===== src/rtl/fsm_launch_ctrl_if.sv =====
// Bundle of request, status and sequencer signals for fsm_launch_ctrl.
//   slave  : seen from the launcher (takes req/abort/clr_err and the sequencer's
//            done/state_in, drives start and the status/counter outputs)
//   master : seen from the requester / test environment (the reverse)
interface fsm_launch_ctrl_if #(
  parameter int PEND_W = 3,
  parameter int RUN_W  = 8
);
  logic              req;
  logic              abort;
  logic              clr_err;
  logic              done;
  logic [1:0]        state_in;
  logic              start;
  logic              busy;
  logic [PEND_W-1:0] pend_cnt;
  logic [RUN_W-1:0]  run_cnt;
  logic              err_timeout;
  logic              err_seq;
  logic              ovf;

  modport slave (
    input  req, abort, clr_err, done, state_in,
    output start, busy, pend_cnt, run_cnt, err_timeout, err_seq, ovf
  );

  modport master (
    output req, abort, clr_err, done, state_in,
    input  start, busy, pend_cnt, run_cnt, err_timeout, err_seq, ovf
  );
endinterface


===== src/rtl/fsm_launch_ctrl.sv =====
// Launcher for the 4-phase sequencer. Queues single-cycle run requests,
// holds the sequencer's level-sensitive start until done or a timeout, then
// forces a low gap so the sequencer's counter clears. Watches the sequencer
// state for backward steps and keeps run / error bookkeeping for software.
//
// Ports:
//   clk    : clock, rising edge
//   n_rst  : synchronous active-low reset
//   bus    : fsm_launch_ctrl_if.slave
//     req, abort, clr_err     : request / flush / sticky-error clear
//     done, state_in          : sequencer status
//     start, busy             : sequencer start (registered), RUN-or-GAP
//     pend_cnt, run_cnt       : queued requests, completed runs (wrapping)
//     err_timeout, err_seq, ovf : sticky error flags
module fsm_launch_ctrl #(
  parameter int PEND_W  = 3,
  parameter int TIMEOUT = 32,
  parameter int TMR_W   = 6,
  parameter int GAP_CYC = 2,
  parameter int RUN_W   = 8
) (
  input  logic              clk,
  input  logic              n_rst,
  fsm_launch_ctrl_if.slave  bus
);

  typedef enum logic [1:0] {
    IDLE = 2'd0,
    RUN  = 2'd1,
    GAP  = 2'd2
  } state_t;

  localparam int GAP_W = (GAP_CYC > 1) ? $clog2(GAP_CYC) : 1;

  localparam logic [PEND_W-1:0] PEND_MAX = '1;
  localparam logic [TMR_W-1:0]  TMR_LAST = TMR_W'(TIMEOUT - 1);
  localparam logic [GAP_W-1:0]  GAP_LAST = GAP_W'(GAP_CYC - 1);

  state_t            state, state_nxt;
  logic              start_q;
  logic [PEND_W-1:0] pend, pend_nxt;
  logic [TMR_W-1:0]  tmr, tmr_nxt;
  logic [GAP_W-1:0]  gap_cnt, gap_nxt;
  logic [1:0]        prev_state, prev_nxt;
  logic [RUN_W-1:0]  run_cnt, run_nxt;
  logic              err_timeout, err_seq, ovf;
  logic              launch;
  logic              eto_set, eseq_set, ovf_set;

  always_comb begin
    state_nxt = state;
    pend_nxt  = pend;
    tmr_nxt   = tmr;
    gap_nxt   = gap_cnt;
    prev_nxt  = prev_state;
    run_nxt   = run_cnt;
    launch    = 1'b0;
    eto_set   = 1'b0;
    eseq_set  = 1'b0;
    ovf_set   = 1'b0;

    case (state)
      IDLE: begin
        if (!bus.abort && (pend != '0 || bus.req)) begin
          launch    = 1'b1;
          state_nxt = RUN;
          tmr_nxt   = '0;
          prev_nxt  = '0;
        end
      end

      RUN: begin
        tmr_nxt  = tmr + 1'b1;
        prev_nxt = bus.state_in;
        // The sequencer only ever moves forward while start is held.
        if (bus.state_in < prev_state) eseq_set = 1'b1;

        if (bus.abort) begin
          state_nxt = GAP;
          gap_nxt   = '0;
        end else if (bus.done) begin
          state_nxt = GAP;
          gap_nxt   = '0;
          run_nxt   = run_cnt + 1'b1;
        end else if (tmr == TMR_LAST) begin
          state_nxt = GAP;
          gap_nxt   = '0;
          eto_set   = 1'b1;
        end
      end

      GAP: begin
        gap_nxt = gap_cnt + 1'b1;
        if (gap_cnt == GAP_LAST) state_nxt = IDLE;
      end

      default: state_nxt = IDLE;
    endcase

    // Request queue. Abort discards the queue and any same-cycle request.
    // A launch frees a slot in the same cycle, so a full queue only drops
    // a request when nothing launches.
    if (bus.abort) begin
      pend_nxt = '0;
    end else if (bus.req && !launch && pend == PEND_MAX) begin
      ovf_set = 1'b1;
    end else begin
      pend_nxt = pend + {{(PEND_W-1){1'b0}}, bus.req}
                      - {{(PEND_W-1){1'b0}}, launch};
    end
  end

  always_ff @(posedge clk) begin
    if (!n_rst) begin
      state       <= IDLE;
      start_q     <= 1'b0;
      pend        <= '0;
      tmr         <= '0;
      gap_cnt     <= '0;
      prev_state  <= '0;
      run_cnt     <= '0;
      err_timeout <= 1'b0;
      err_seq     <= 1'b0;
      ovf         <= 1'b0;
    end else begin
      state       <= state_nxt;
      start_q     <= (state_nxt == RUN);
      pend        <= pend_nxt;
      tmr         <= tmr_nxt;
      gap_cnt     <= gap_nxt;
      prev_state  <= prev_nxt;
      run_cnt     <= run_nxt;
      // A set event in the same cycle as clr_err wins.
      err_timeout <= eto_set  | (err_timeout & ~bus.clr_err);
      err_seq     <= eseq_set | (err_seq     & ~bus.clr_err);
      ovf         <= ovf_set  | (ovf         & ~bus.clr_err);
    end
  end

  assign bus.start       = start_q;
  assign bus.busy        = (state != IDLE);
  assign bus.pend_cnt    = pend;
  assign bus.run_cnt     = run_cnt;
  assign bus.err_timeout = err_timeout;
  assign bus.err_seq     = err_seq;
  assign bus.ovf         = ovf;

endmodule


===== src/flat_wrapper.sv =====
// flat-port wrapper written by rule: the top's interface ports become plain ports
module fsm_launch_ctrl_flat 
#(
  parameter int PEND_W  = 3,
  parameter int TIMEOUT = 32,
  parameter int TMR_W   = 6,
  parameter int GAP_CYC = 2,
  parameter int RUN_W   = 8
)
  (clk, n_rst, bus_req, bus_abort, bus_clr_err, bus_done, bus_state_in, bus_start, bus_busy, bus_pend_cnt, bus_run_cnt, bus_err_timeout, bus_err_seq, bus_ovf);
  fsm_launch_ctrl_if #(.PEND_W(PEND_W), .RUN_W(RUN_W)) bus_i ();
  input  logic clk;
  input  logic n_rst;
  input wire logic [$bits(bus_i.req)-1:0] bus_req;
  input wire logic [$bits(bus_i.abort)-1:0] bus_abort;
  input wire logic [$bits(bus_i.clr_err)-1:0] bus_clr_err;
  input wire logic [$bits(bus_i.done)-1:0] bus_done;
  input wire logic [$bits(bus_i.state_in)-1:0] bus_state_in;
  output wire logic [$bits(bus_i.start)-1:0] bus_start;
  output wire logic [$bits(bus_i.busy)-1:0] bus_busy;
  output wire logic [$bits(bus_i.pend_cnt)-1:0] bus_pend_cnt;
  output wire logic [$bits(bus_i.run_cnt)-1:0] bus_run_cnt;
  output wire logic [$bits(bus_i.err_timeout)-1:0] bus_err_timeout;
  output wire logic [$bits(bus_i.err_seq)-1:0] bus_err_seq;
  output wire logic [$bits(bus_i.ovf)-1:0] bus_ovf;
  assign bus_i.req = bus_req;
  assign bus_i.abort = bus_abort;
  assign bus_i.clr_err = bus_clr_err;
  assign bus_i.done = bus_done;
  assign bus_i.state_in = bus_state_in;
  assign bus_start = bus_i.start;
  assign bus_busy = bus_i.busy;
  assign bus_pend_cnt = bus_i.pend_cnt;
  assign bus_run_cnt = bus_i.run_cnt;
  assign bus_err_timeout = bus_i.err_timeout;
  assign bus_err_seq = bus_i.err_seq;
  assign bus_ovf = bus_i.ovf;
  fsm_launch_ctrl #(.PEND_W(PEND_W), .TIMEOUT(TIMEOUT), .TMR_W(TMR_W), .GAP_CYC(GAP_CYC), .RUN_W(RUN_W)) u_core (.clk(clk), .n_rst(n_rst), .bus(bus_i));
endmodule

===== config.mk =====
export PLATFORM = sky130hd
export DESIGN_NAME = fsm_launch_ctrl_flat
export DESIGN_NICKNAME = d
export VERILOG_FILES = /design/src/rtl/fsm_launch_ctrl_if.sv /design/src/rtl/fsm_launch_ctrl.sv /design/src/flat_wrapper.sv
export SDC_FILE = /design/constraint.sdc
export NUM_CORES = 1
export LEC_CHECK = 0
export ABC_AREA = 1
export CELL_PAD_IN_SITES_DETAIL_PLACEMENT = 0
export CELL_PAD_IN_SITES_GLOBAL_PLACEMENT = 1
export CORE_ASPECT_RATIO = 1.5
export CORE_MARGIN = 4
export CORE_UTILIZATION = 40
export DETAILED_ROUTE_END_ITERATION = 12
export PLACE_DENSITY = 0.9
export SLEW_MARGIN = 40
export SYNTH_ARGS = -nofsm -noshare
export SYNTH_HDL_FRONTEND = slang
export SYNTH_SLANG_ARGS = --single-unit

===== constraint.sdc =====
create_clock -name clk -period 4.7 [get_ports clk]
set_input_delay 0.705 -clock clk [delete_from_list [all_inputs] [get_ports clk]]
set_output_delay 0.705 -clock clk [all_outputs]
set_load 0.03 [all_outputs]

-- After elaboration in Yosys (flattened, before gate mapping)
Index checks and enable logic that the tools add are counted.
- register bits after elaboration: 26
- input bits: 8
- output and inout port bits: 16
- add/sub/neg operators: 5
- $lt $le $gt $ge: 1
- equality and inequality tests: 7
- multiplexer cells: 24
- bitwise logic cells: 9
- reductions and logical operators: 15
- operator list (cell ; number):
    2-to-1 mux 1 bit ; 13
    2-to-1 mux 2 bit ; 6
    one-hot mux 6 bit (2 select lines) ; 1
    adder 8 x 1 -> 8 bit (second input constant) ; 1
    adder 6 x 1 -> 6 bit (second input constant) ; 1
    == test 6 x 5 -> 1 bit (second input constant) ; 1
    2-to-1 mux 6 bit ; 1
    one-hot mux 2 bit (3 select lines) ; 1
    nonzero test 2 bit ; 3
    == test 2 x 1 -> 1 bit (second input constant) ; 2
    inequality test 4 x 3 -> 1 bit (second input constant) ; 1
    one-hot mux 2 bit (2 select lines) ; 1
    AND reduction 2 bit ; 2
    adder 3 x 1 -> 3 bit ; 1
    AND 1 bit ; 3
    == test 3 bit (second input constant) ; 1
    logical AND 1 bit ; 3
    NOT 1 bit ; 3
    OR 1 bit ; 3
    AND reduction 3 bit ; 1
    nonzero test 3 bit ; 1
    subtractor 3 x 1 -> 3 bit ; 1
    == test 2 bit (second input constant) ; 1
    logical NOT 1 bit ; 2
    other kinds (7) ; 7

-- Depth between registers and ports, before layout
Gate-level depths: netlist of run 1.
- depth after elaboration: 11
- mapped depth: 10
- depth with buffers taken out: 10

-- Worst setup path after synthesis of run 1
OpenSTA, ideal clock, no wires.
- path type: input -> register
- from: input bus_req
- to: register u_core.pend[2] (netlist: u_core.bus.pend_cnt[2])
- data arrival time: 2.108 ns
- required time: 4.578 ns
- path slack: 2.470 ns
- cell stages on the path: 10
- path through: nor2_1 nand2_1 nand3_2 inv_1 ha_1 inv_1 ha_1 fa_1 o21ai_0 o21ai_1
- longest elaborated chain between the ends: 7
- elaborated cells on any way between the ends: 9
- those cells by class: add/sub (2); mux (2); reduce/logical (5)
- ends and longest elaborated chain (item ; RTL line ; text):
    from (decl) ; flat_wrapper.sv:14 ; input wire logic [$bits(bus_i.req)-1:0] bus_req;
    parallel branches: the longest is 7 deep, another holds adder 3 x 1 -> 3 bit ; n/a ;
    to (signal assigned) ; fsm_launch_ctrl.sv:128 ; pend <= pend_nxt;
    to (decl) ; fsm_launch_ctrl.sv:41 ; logic [PEND_W-1:0] pend, pend_nxt;
Several ways; the timed one is not identified.
A chain may end at the register's enable or synchronous reset.

-- Worst setup path after layout of run 1
- from: input bus_abort
- to: register u_core.pend[2] (netlist: u_core.bus.pend_cnt[2])
- longest elaborated chain between the ends: 7
- elaborated cells on any way between the ends: 9
- those cells by class: add/sub (1); mux (2); reduce/logical (6)
- ends and longest elaborated chain (item ; RTL line ; text):
    from (decl) ; flat_wrapper.sv:15 ; input wire logic [$bits(bus_i.abort)-1:0] bus_abort;
    parallel branches: the longest is 7 deep, another holds subtractor 3 x 1 -> 3 bit ; n/a ;
Several ways; the timed one is not identified.

==> results.yml, run 1 <==
outcome:
  status: "completed"
sta:
  clock_skew_ns: 0.00655
  min_period_ns: 2.56
  slew_headroom_pct: 71.3
  rsz0062_at_grt: "false"
  slew_viol_final: 0
  finalHoldViolations: 0
  timing.hold.ws_ns: 0.472
  fmax_ghz: 0.391
  fin_crit_sh_pct: 54.4
  finalSetupViolCount: 0
  tns_ns: 0
  worst_pin_slew_ns: 0.431
logic_synthesis:
  synth_cell_types: 26
  syn_area_sq_um: 1430
  synth_top_area_share_pct: 36.4
  synth_cells: 207
  synth_nets: 225
  ys_warn_count: 0
  synth.top_cells.by_area: "dfxtp_1 36%, nand2_1 14%, ha_1 7.9%, inv_1 7.6%, nor2_1 6.6%"
  synth_seq_cells: 26
  syn_area_per_cell_sq_um: 6.91
  synth_top_area_cell: "dfxtp_1"
  ys_seq_area_share_pct: 36.4
critical_path:
  worstPathRequired_ns: 4.87
  rr_worst_depth: 10
  startpoint_type: "input pin"
  cp_max_fo: 8
  crit_chain: "clkdlybuf4s50_1 -> inv_2 -> nand3_2 -> inv_1 -> ha_1 -> inv_1 -> ha_1 -> fa_1 -> o21ai_0 -> o21ai_1"
  r2r-start: "u_core.state[1]"
  rrSetupSlack_ns: 2.51
  end_kind: "register"
  worst_r2r_endpoint: "u_core.bus.pend_cnt[2]"
  criticalPathCategory: "input pin to register"
  critical_path.max_stage_delay_ns: 0.58
  critical-path-slowest-cell: "clkdlybuf4s50_1"
  critPathArrivalTime_ns: 2.73
  critical_path_buf_inv_count: 4
  cp_top_family: "adder cells"
grt:
  antenna_found_initial: 0
  grt_overflow: 0
  track_usage_pct: 13.8
  grt_max_degree: 16
  grt_pass1_wl_microns: 5020
  grt_pass1_vias: 1141
power_and_ir_drop:
  clock_power_share_pct: 32.1
  power.density_nw_per_um2: 331
  p_int_mw: 0.404
  switching_share_pct: 31.0
  combPwrFrac_pct: 26.6
  power_frac_seq_pct: 41.3
  switchingPower_mw: 0.181
  fin_total_pwr_mw: 0.585
  leakagePower_nw: 0.755
  ir_drop_v: 0.000193
floorplan:
  core_area_sq_um: 3420
  die_y_microns: 81.3
  die_x_microns: 56.8
  die-area_sq_um: 4620
  initial_core_util_pct: 41.9
  boundaryPins: 24
  rows: 26
clock_network:
  cts_tree: "done"
  h-tree-depth: 1
  clock-sinks: 26
  cts_hold_buf: 0
  post_cts_buffers: 0
  cts_made_buffers: 3
  path_clk_slew_ns: 0.10
  cts_resized: 0
  clockRootBuffer: "clkbuf_8"
  clock_latency_ns: 0.27
  clockBufferDepth: 2
routing:
  route.detailed.drc: 0
  vias: 1304
  routed_wl_microns: 2990
  dr.pass1.iters: 4
  top_layer_used: "met4"
  drt_iter0_drc: 43
  met1_length_microns: 1300
  wl_met2_microns: 1560
  ant_nets: 0
  viasPerCell: 4.78
  wire_per_inst_microns: 11.0
  wl_met3_microns: 90
min_path:
  hold_class: "register to register"
  worstHoldStart: "u_core.gap_cnt"
  holdPathStages: 2
  holdPathEnd: "u_core.gap_cnt"
placed_design:
  port_buffers: 23
  dp_hpwl_microns: 2310
  numPlacedInstances: 269
  gp_congestion: 0.788
final_layout:
  num-nets-final: 250
  diodes: 0
  multi_input_area_sq_um: 771
  drive_above_1_share_pct: 6.93
  fin_util_pct: 51.7
  register_area_sq_um: 520
  n_fill_cell: 369
  final_cells: 273
  area_growth_pct: 23.3
flow_run:
  max-cap-violations: 0
[through the flow]
step | instance area (sq um) | worst slack [ns]
after floorplan | 1430 | 2.47
after CTS | 1770 | 2.13
after detailed placement | 1690 | 1.83
after global routing | 1770 | 1.99
final | 1770 | 2.14
after global placement | 1690 | 1.89
[worst reg2reg max path, stage by stage (launching register included)]
cell and delay, ns:
dfxtp_1 0.38, inv_1 0.10, ha_1 0.25, nand3_2 0.19, inv_1 0.07, ha_1 0.27, inv_1 0.04, ha_1 0.18
fa_1 0.37, o21ai_0 0.18, o21ai_1 0.07
[kinds of logic after synthesis]
group           after synthesis  synth area share (%)
simple gates                108                  34.4
buf+inv                      35                  9.79
compound gates               28                  10.2
flops                        26                  36.4
fa+ha+maj                    10                  9.27
[cell usage after synthesis (all sizes together)]
library cell and count:
nand3 20, inv 32, nor3b 1, nand4 2, nor3 3, a21boi 1, nand3b 1, ha 9
dfxtp 26, nor2 26, and2 1, buf 2, a21oi 18, o21ai 9, nand2 54, fa 1
clkbuf 1
[flip-flops by register name, indices dropped and copies added, names as in the netlist, 2 cells and up]
signal	flops
u_core.state	2
u_core.bus.run_cnt	8
u_core.tmr	6
u_core.bus.pend_cnt	3
u_core.prev_state	2
[power groups by stage]
stage / Sequential (mW) / Clock [mW] / Combinational [mW]
after detailed placement: 0.247 / 0 / 0.157
after global placement: 0.247 / 0 / 0.155
after CTS: 0.242 / 0.191 / 0.157
after floorplan: 0.259 / 0 / 0.0993
final: 0.242 / 0.188 / 0.155
after global routing: 0.244 / 0.202 / 0.175
[layout make-up]
| type | count | share of cell area [%] |
|---|---|---|
| Sequential cell | 26 | 29.5 |
| Inverter | 32 | 6.80 |
| Multi-Input combinational cell | 146 | 43.7 |
| Clock inverter | 1 | 1.70 |
| Clock buffer | 3 | 2.34 |
| Tap cell | 42 | 2.98 |
| Timing Repair Buffer | 23 | 13.0 |
[worst max path at each step]
stage          slack [ns]  startpoint                      to  cells after the start
3_5_place_dp         1.83   bus_abort  u_core.bus.pend_cnt[2]                     10
3_3_place_gp         1.89   bus_abort  u_core.bus.pend_cnt[2]                     10
5_1_grt              1.99     bus_req  u_core.bus.pend_cnt[2]                     11
4_1_cts              2.13   bus_abort  u_core.bus.pend_cnt[2]                     10
6_report             2.14   bus_abort  u_core.bus.pend_cnt[2]                     10
2_1_floorplan        2.47     bus_req  u_core.bus.pend_cnt[2]                     10
[routing by layer]
layer,GRT usage (%),vias up
met5,0,-
met4,4.87,0
met3,1.91,4
met2,26.0,22
met1,15.7,577
li1,-,701
[cell usage in the layout (no fill, tap or decap)]
cell type        synthesis  final
nand2_1                 53     53
inv_1                   29     29
dfxtp_1                 26     26
nor2_1                  25     25
clkdlybuf4s50_1          0     23
a21oi_1                 18     18
nand3_1                 17     17
ha_1                     9      9
o21ai_1                  4      4
o21ai_0                  4      4
inv_2                    3      3
nand3_2                  3      3
clkbuf_8                 0      3
nand4_1                  2      2
nand2_4                  1      1
nor3_2                   1      1
o21ai_2                  1      1
nor2_2                   1      1
and2_2                   1      1
nor3_4                   1      1
nor3_1                   1      1
a21boi_0                 1      1
nand3b_1                 1      1
nor3b_1                  1      1
fa_1                     1      1
bufinv_16                0      1
(Power assumes the default switching activity.)
==> inputs of run 2 (changes only) <==
- CORE_UTILIZATION: 40 -> 33
- PLACE_DENSITY: 0.9 -> 0.8
- clock period: 4.7 -> 2.3 ns (I/O delays scaled with it)
==> run 2 against run 1 <==
Register-to-register slack worse by 2.3 ns. Critical endpoint is now bus_busy. Largest cell class unchanged. Wire length rose by 3.6%. Clock skew shrank 0.0037 ns. Largest power group unchanged.
==> results.yml, run 2 (synthesis gave the netlist of run 1 again) <==
clock_network:
  post_cts_buffers: 0
  cts_resized: 0
  clock_latency_ns: 0.27
  cts_tree: "done"
  clockBufferDepth: 2
  clockRootBuffer: "clkbuf_8"
  path_clk_slew_ns: 0.09
  clock-sinks: 26
  cts_made_buffers: 3
  cts_hold_buf: 0
  h-tree-depth: 1
placed_design:
  port_buffers: 23
  gp_congestion: 0.754
  dp_hpwl_microns: 2460
final_layout:
  num-nets-final: 256
  diodes: 0
  final_cell_mix: "53 x nand2_1, 29 x inv_1, 26 x dfxtp_1"
  layout_commonest_cell: "nand2_1"
  largest_reg_flops: 8
  drive_above_1_share_pct: 8.90
  regMostFlops: "u_core.bus.run_cnt"
  area_growth_pct: 24.7
sta:
  tns_ns: 0
  finalHoldViolations: 0
  fmax_ghz: 0.471
  rsz0062_at_grt: "false"
  timing.hold.ws_ns: 0.466
  slew_viol_final: 0
  clock_skew_ns: 0.00283
  fin_crit_sh_pct: 92.4
  min_period_ns: 2.13
  worst_pin_slew_ns: 0.421
  finalSetupViolCount: 0
  slew_headroom_pct: 71.9
floorplan:
  core_area_sq_um: 4210
  boundaryPins: 24
  initial_core_util_pct: 34.0
  rows: 29
  die-area_sq_um: 5480
  die_y_microns: 88.7
  die_x_microns: 61.8
critical_path:
  end_kind: "output port"
  crit_top_cell: "inv_1"
  crit_chain: "inv_1 -> ha_1 -> inv_1 -> clkdlybuf4s50_1"
  startpoint_type: "register"
  cp_max_fo: 5
  criticalPathCategory: "register to output port"
  critical-path-slowest-cell: "clkdlybuf4s50_1"
  critical_path_buf_inv_count: 3
  critical_path.max_stage_delay_ns: 0.67
  critPathArrivalTime_ns: 1.78
  cp_top_family: "buffers and inverters"
  worstPathRequired_ns: 1.96
routing:
  wire_per_inst_microns: 11.0
  vias: 1350
  drt_iter0_drc: 35
  dr.pass1.iters: 4
  viasPerCell: 4.79
  ant_nets: 0
  routed_wl_microns: 3100
  route.detailed.drc: 0
flow_run:
  max-cap-violations: 0
power_and_ir_drop:
  ir_drop_v: 0.000342
  power.density_nw_per_um2: 605
  leakagePower_nw: 0.769
grt:
  grt_pass1_vias: 1196
  antenna_found_initial: 0
  grt_max_degree: 14
  grt_overflow: 0
  track_usage_pct: 12.6
  grt_pass1_wl_microns: 5200
outcome:
  status: "completed"
min_path:
  hold_class: "register to register"
run 2: cell count changes in the layout (fill, tap and decap cells not counted), sizes merged:
cell,previous run,this run
buf,0,6
bufinv,1,0
run 2: worst register-to-register path, stage by stage, from the launching register on:
cell,delay (ns)
dfxtp_1,0.39
inv_1,0.09
ha_1,0.25
nand3_2,0.10
inv_1,0.04
ha_1,0.26
inv_1,0.04
ha_1,0.18
fa_1,0.38
o21ai_0,0.17
o21ai_1,0.07
run 2: area by class of cell:
class / count / area, sq um
clock buffers: 3 / 41.3
fillers: 465 / 2420
inverters: 32 / 120
multi-input cells: 146 / 771
flip-flops and latches: 26 / 520
well taps: 46 / 57.6
repair buffers: 29 / 275
run 2: stage by stage:
step / util, % / cell area [sq um] / worst slack (ns) / instances / power, mW
after floorplan: - / 1430 / 0.277 / 207 / 0.732
after global placement: 41.4 / 1740 / 0.0548 / 279 / 0.843
after detailed placement: 41.4 / 1740 / 0.0211 / 279 / 0.840
after CTS: 42.4 / 1790 / 0.159 / 282 / 1.10
after global routing: 42.4 / 1790 / 0.0779 / 282 / 1.15
final: 42.4 / 1790 / 0.175 / 282 / 1.08
run 2: path summary, 6_finish.rpt:
check / start / end / slack [ns] / cells past startpoint
worst max-delay path: u_core.state[1] / bus_busy / 0.17 / 4
worst min-delay path: u_core.gap_cnt / u_core.gap_cnt / 0.47 / 2
worst max register to register: u_core.state[1] / u_core.bus.pend_cnt[2] / 0.23 / 10
worst min register to register: u_core.gap_cnt / u_core.gap_cnt / 0.47 / 2
run 2: power by group:
part,switching [mW],total [mW],internal (mW)
registers,0.0195,0.495,0.475
clock network,0.137,0.255,0.117
logic,0.203,0.331,0.129
run 2: routing by layer:
metal	up-vias	track usage [%]	wire (microns)	part of all wire, %
met5	-	0	0	0
met3	5	2.48	132	4.3
met2	24	21.4	1550	50
li1	715	-	-	-
met4	0	5.21	54	1.7
met1	606	15.0	1370	44
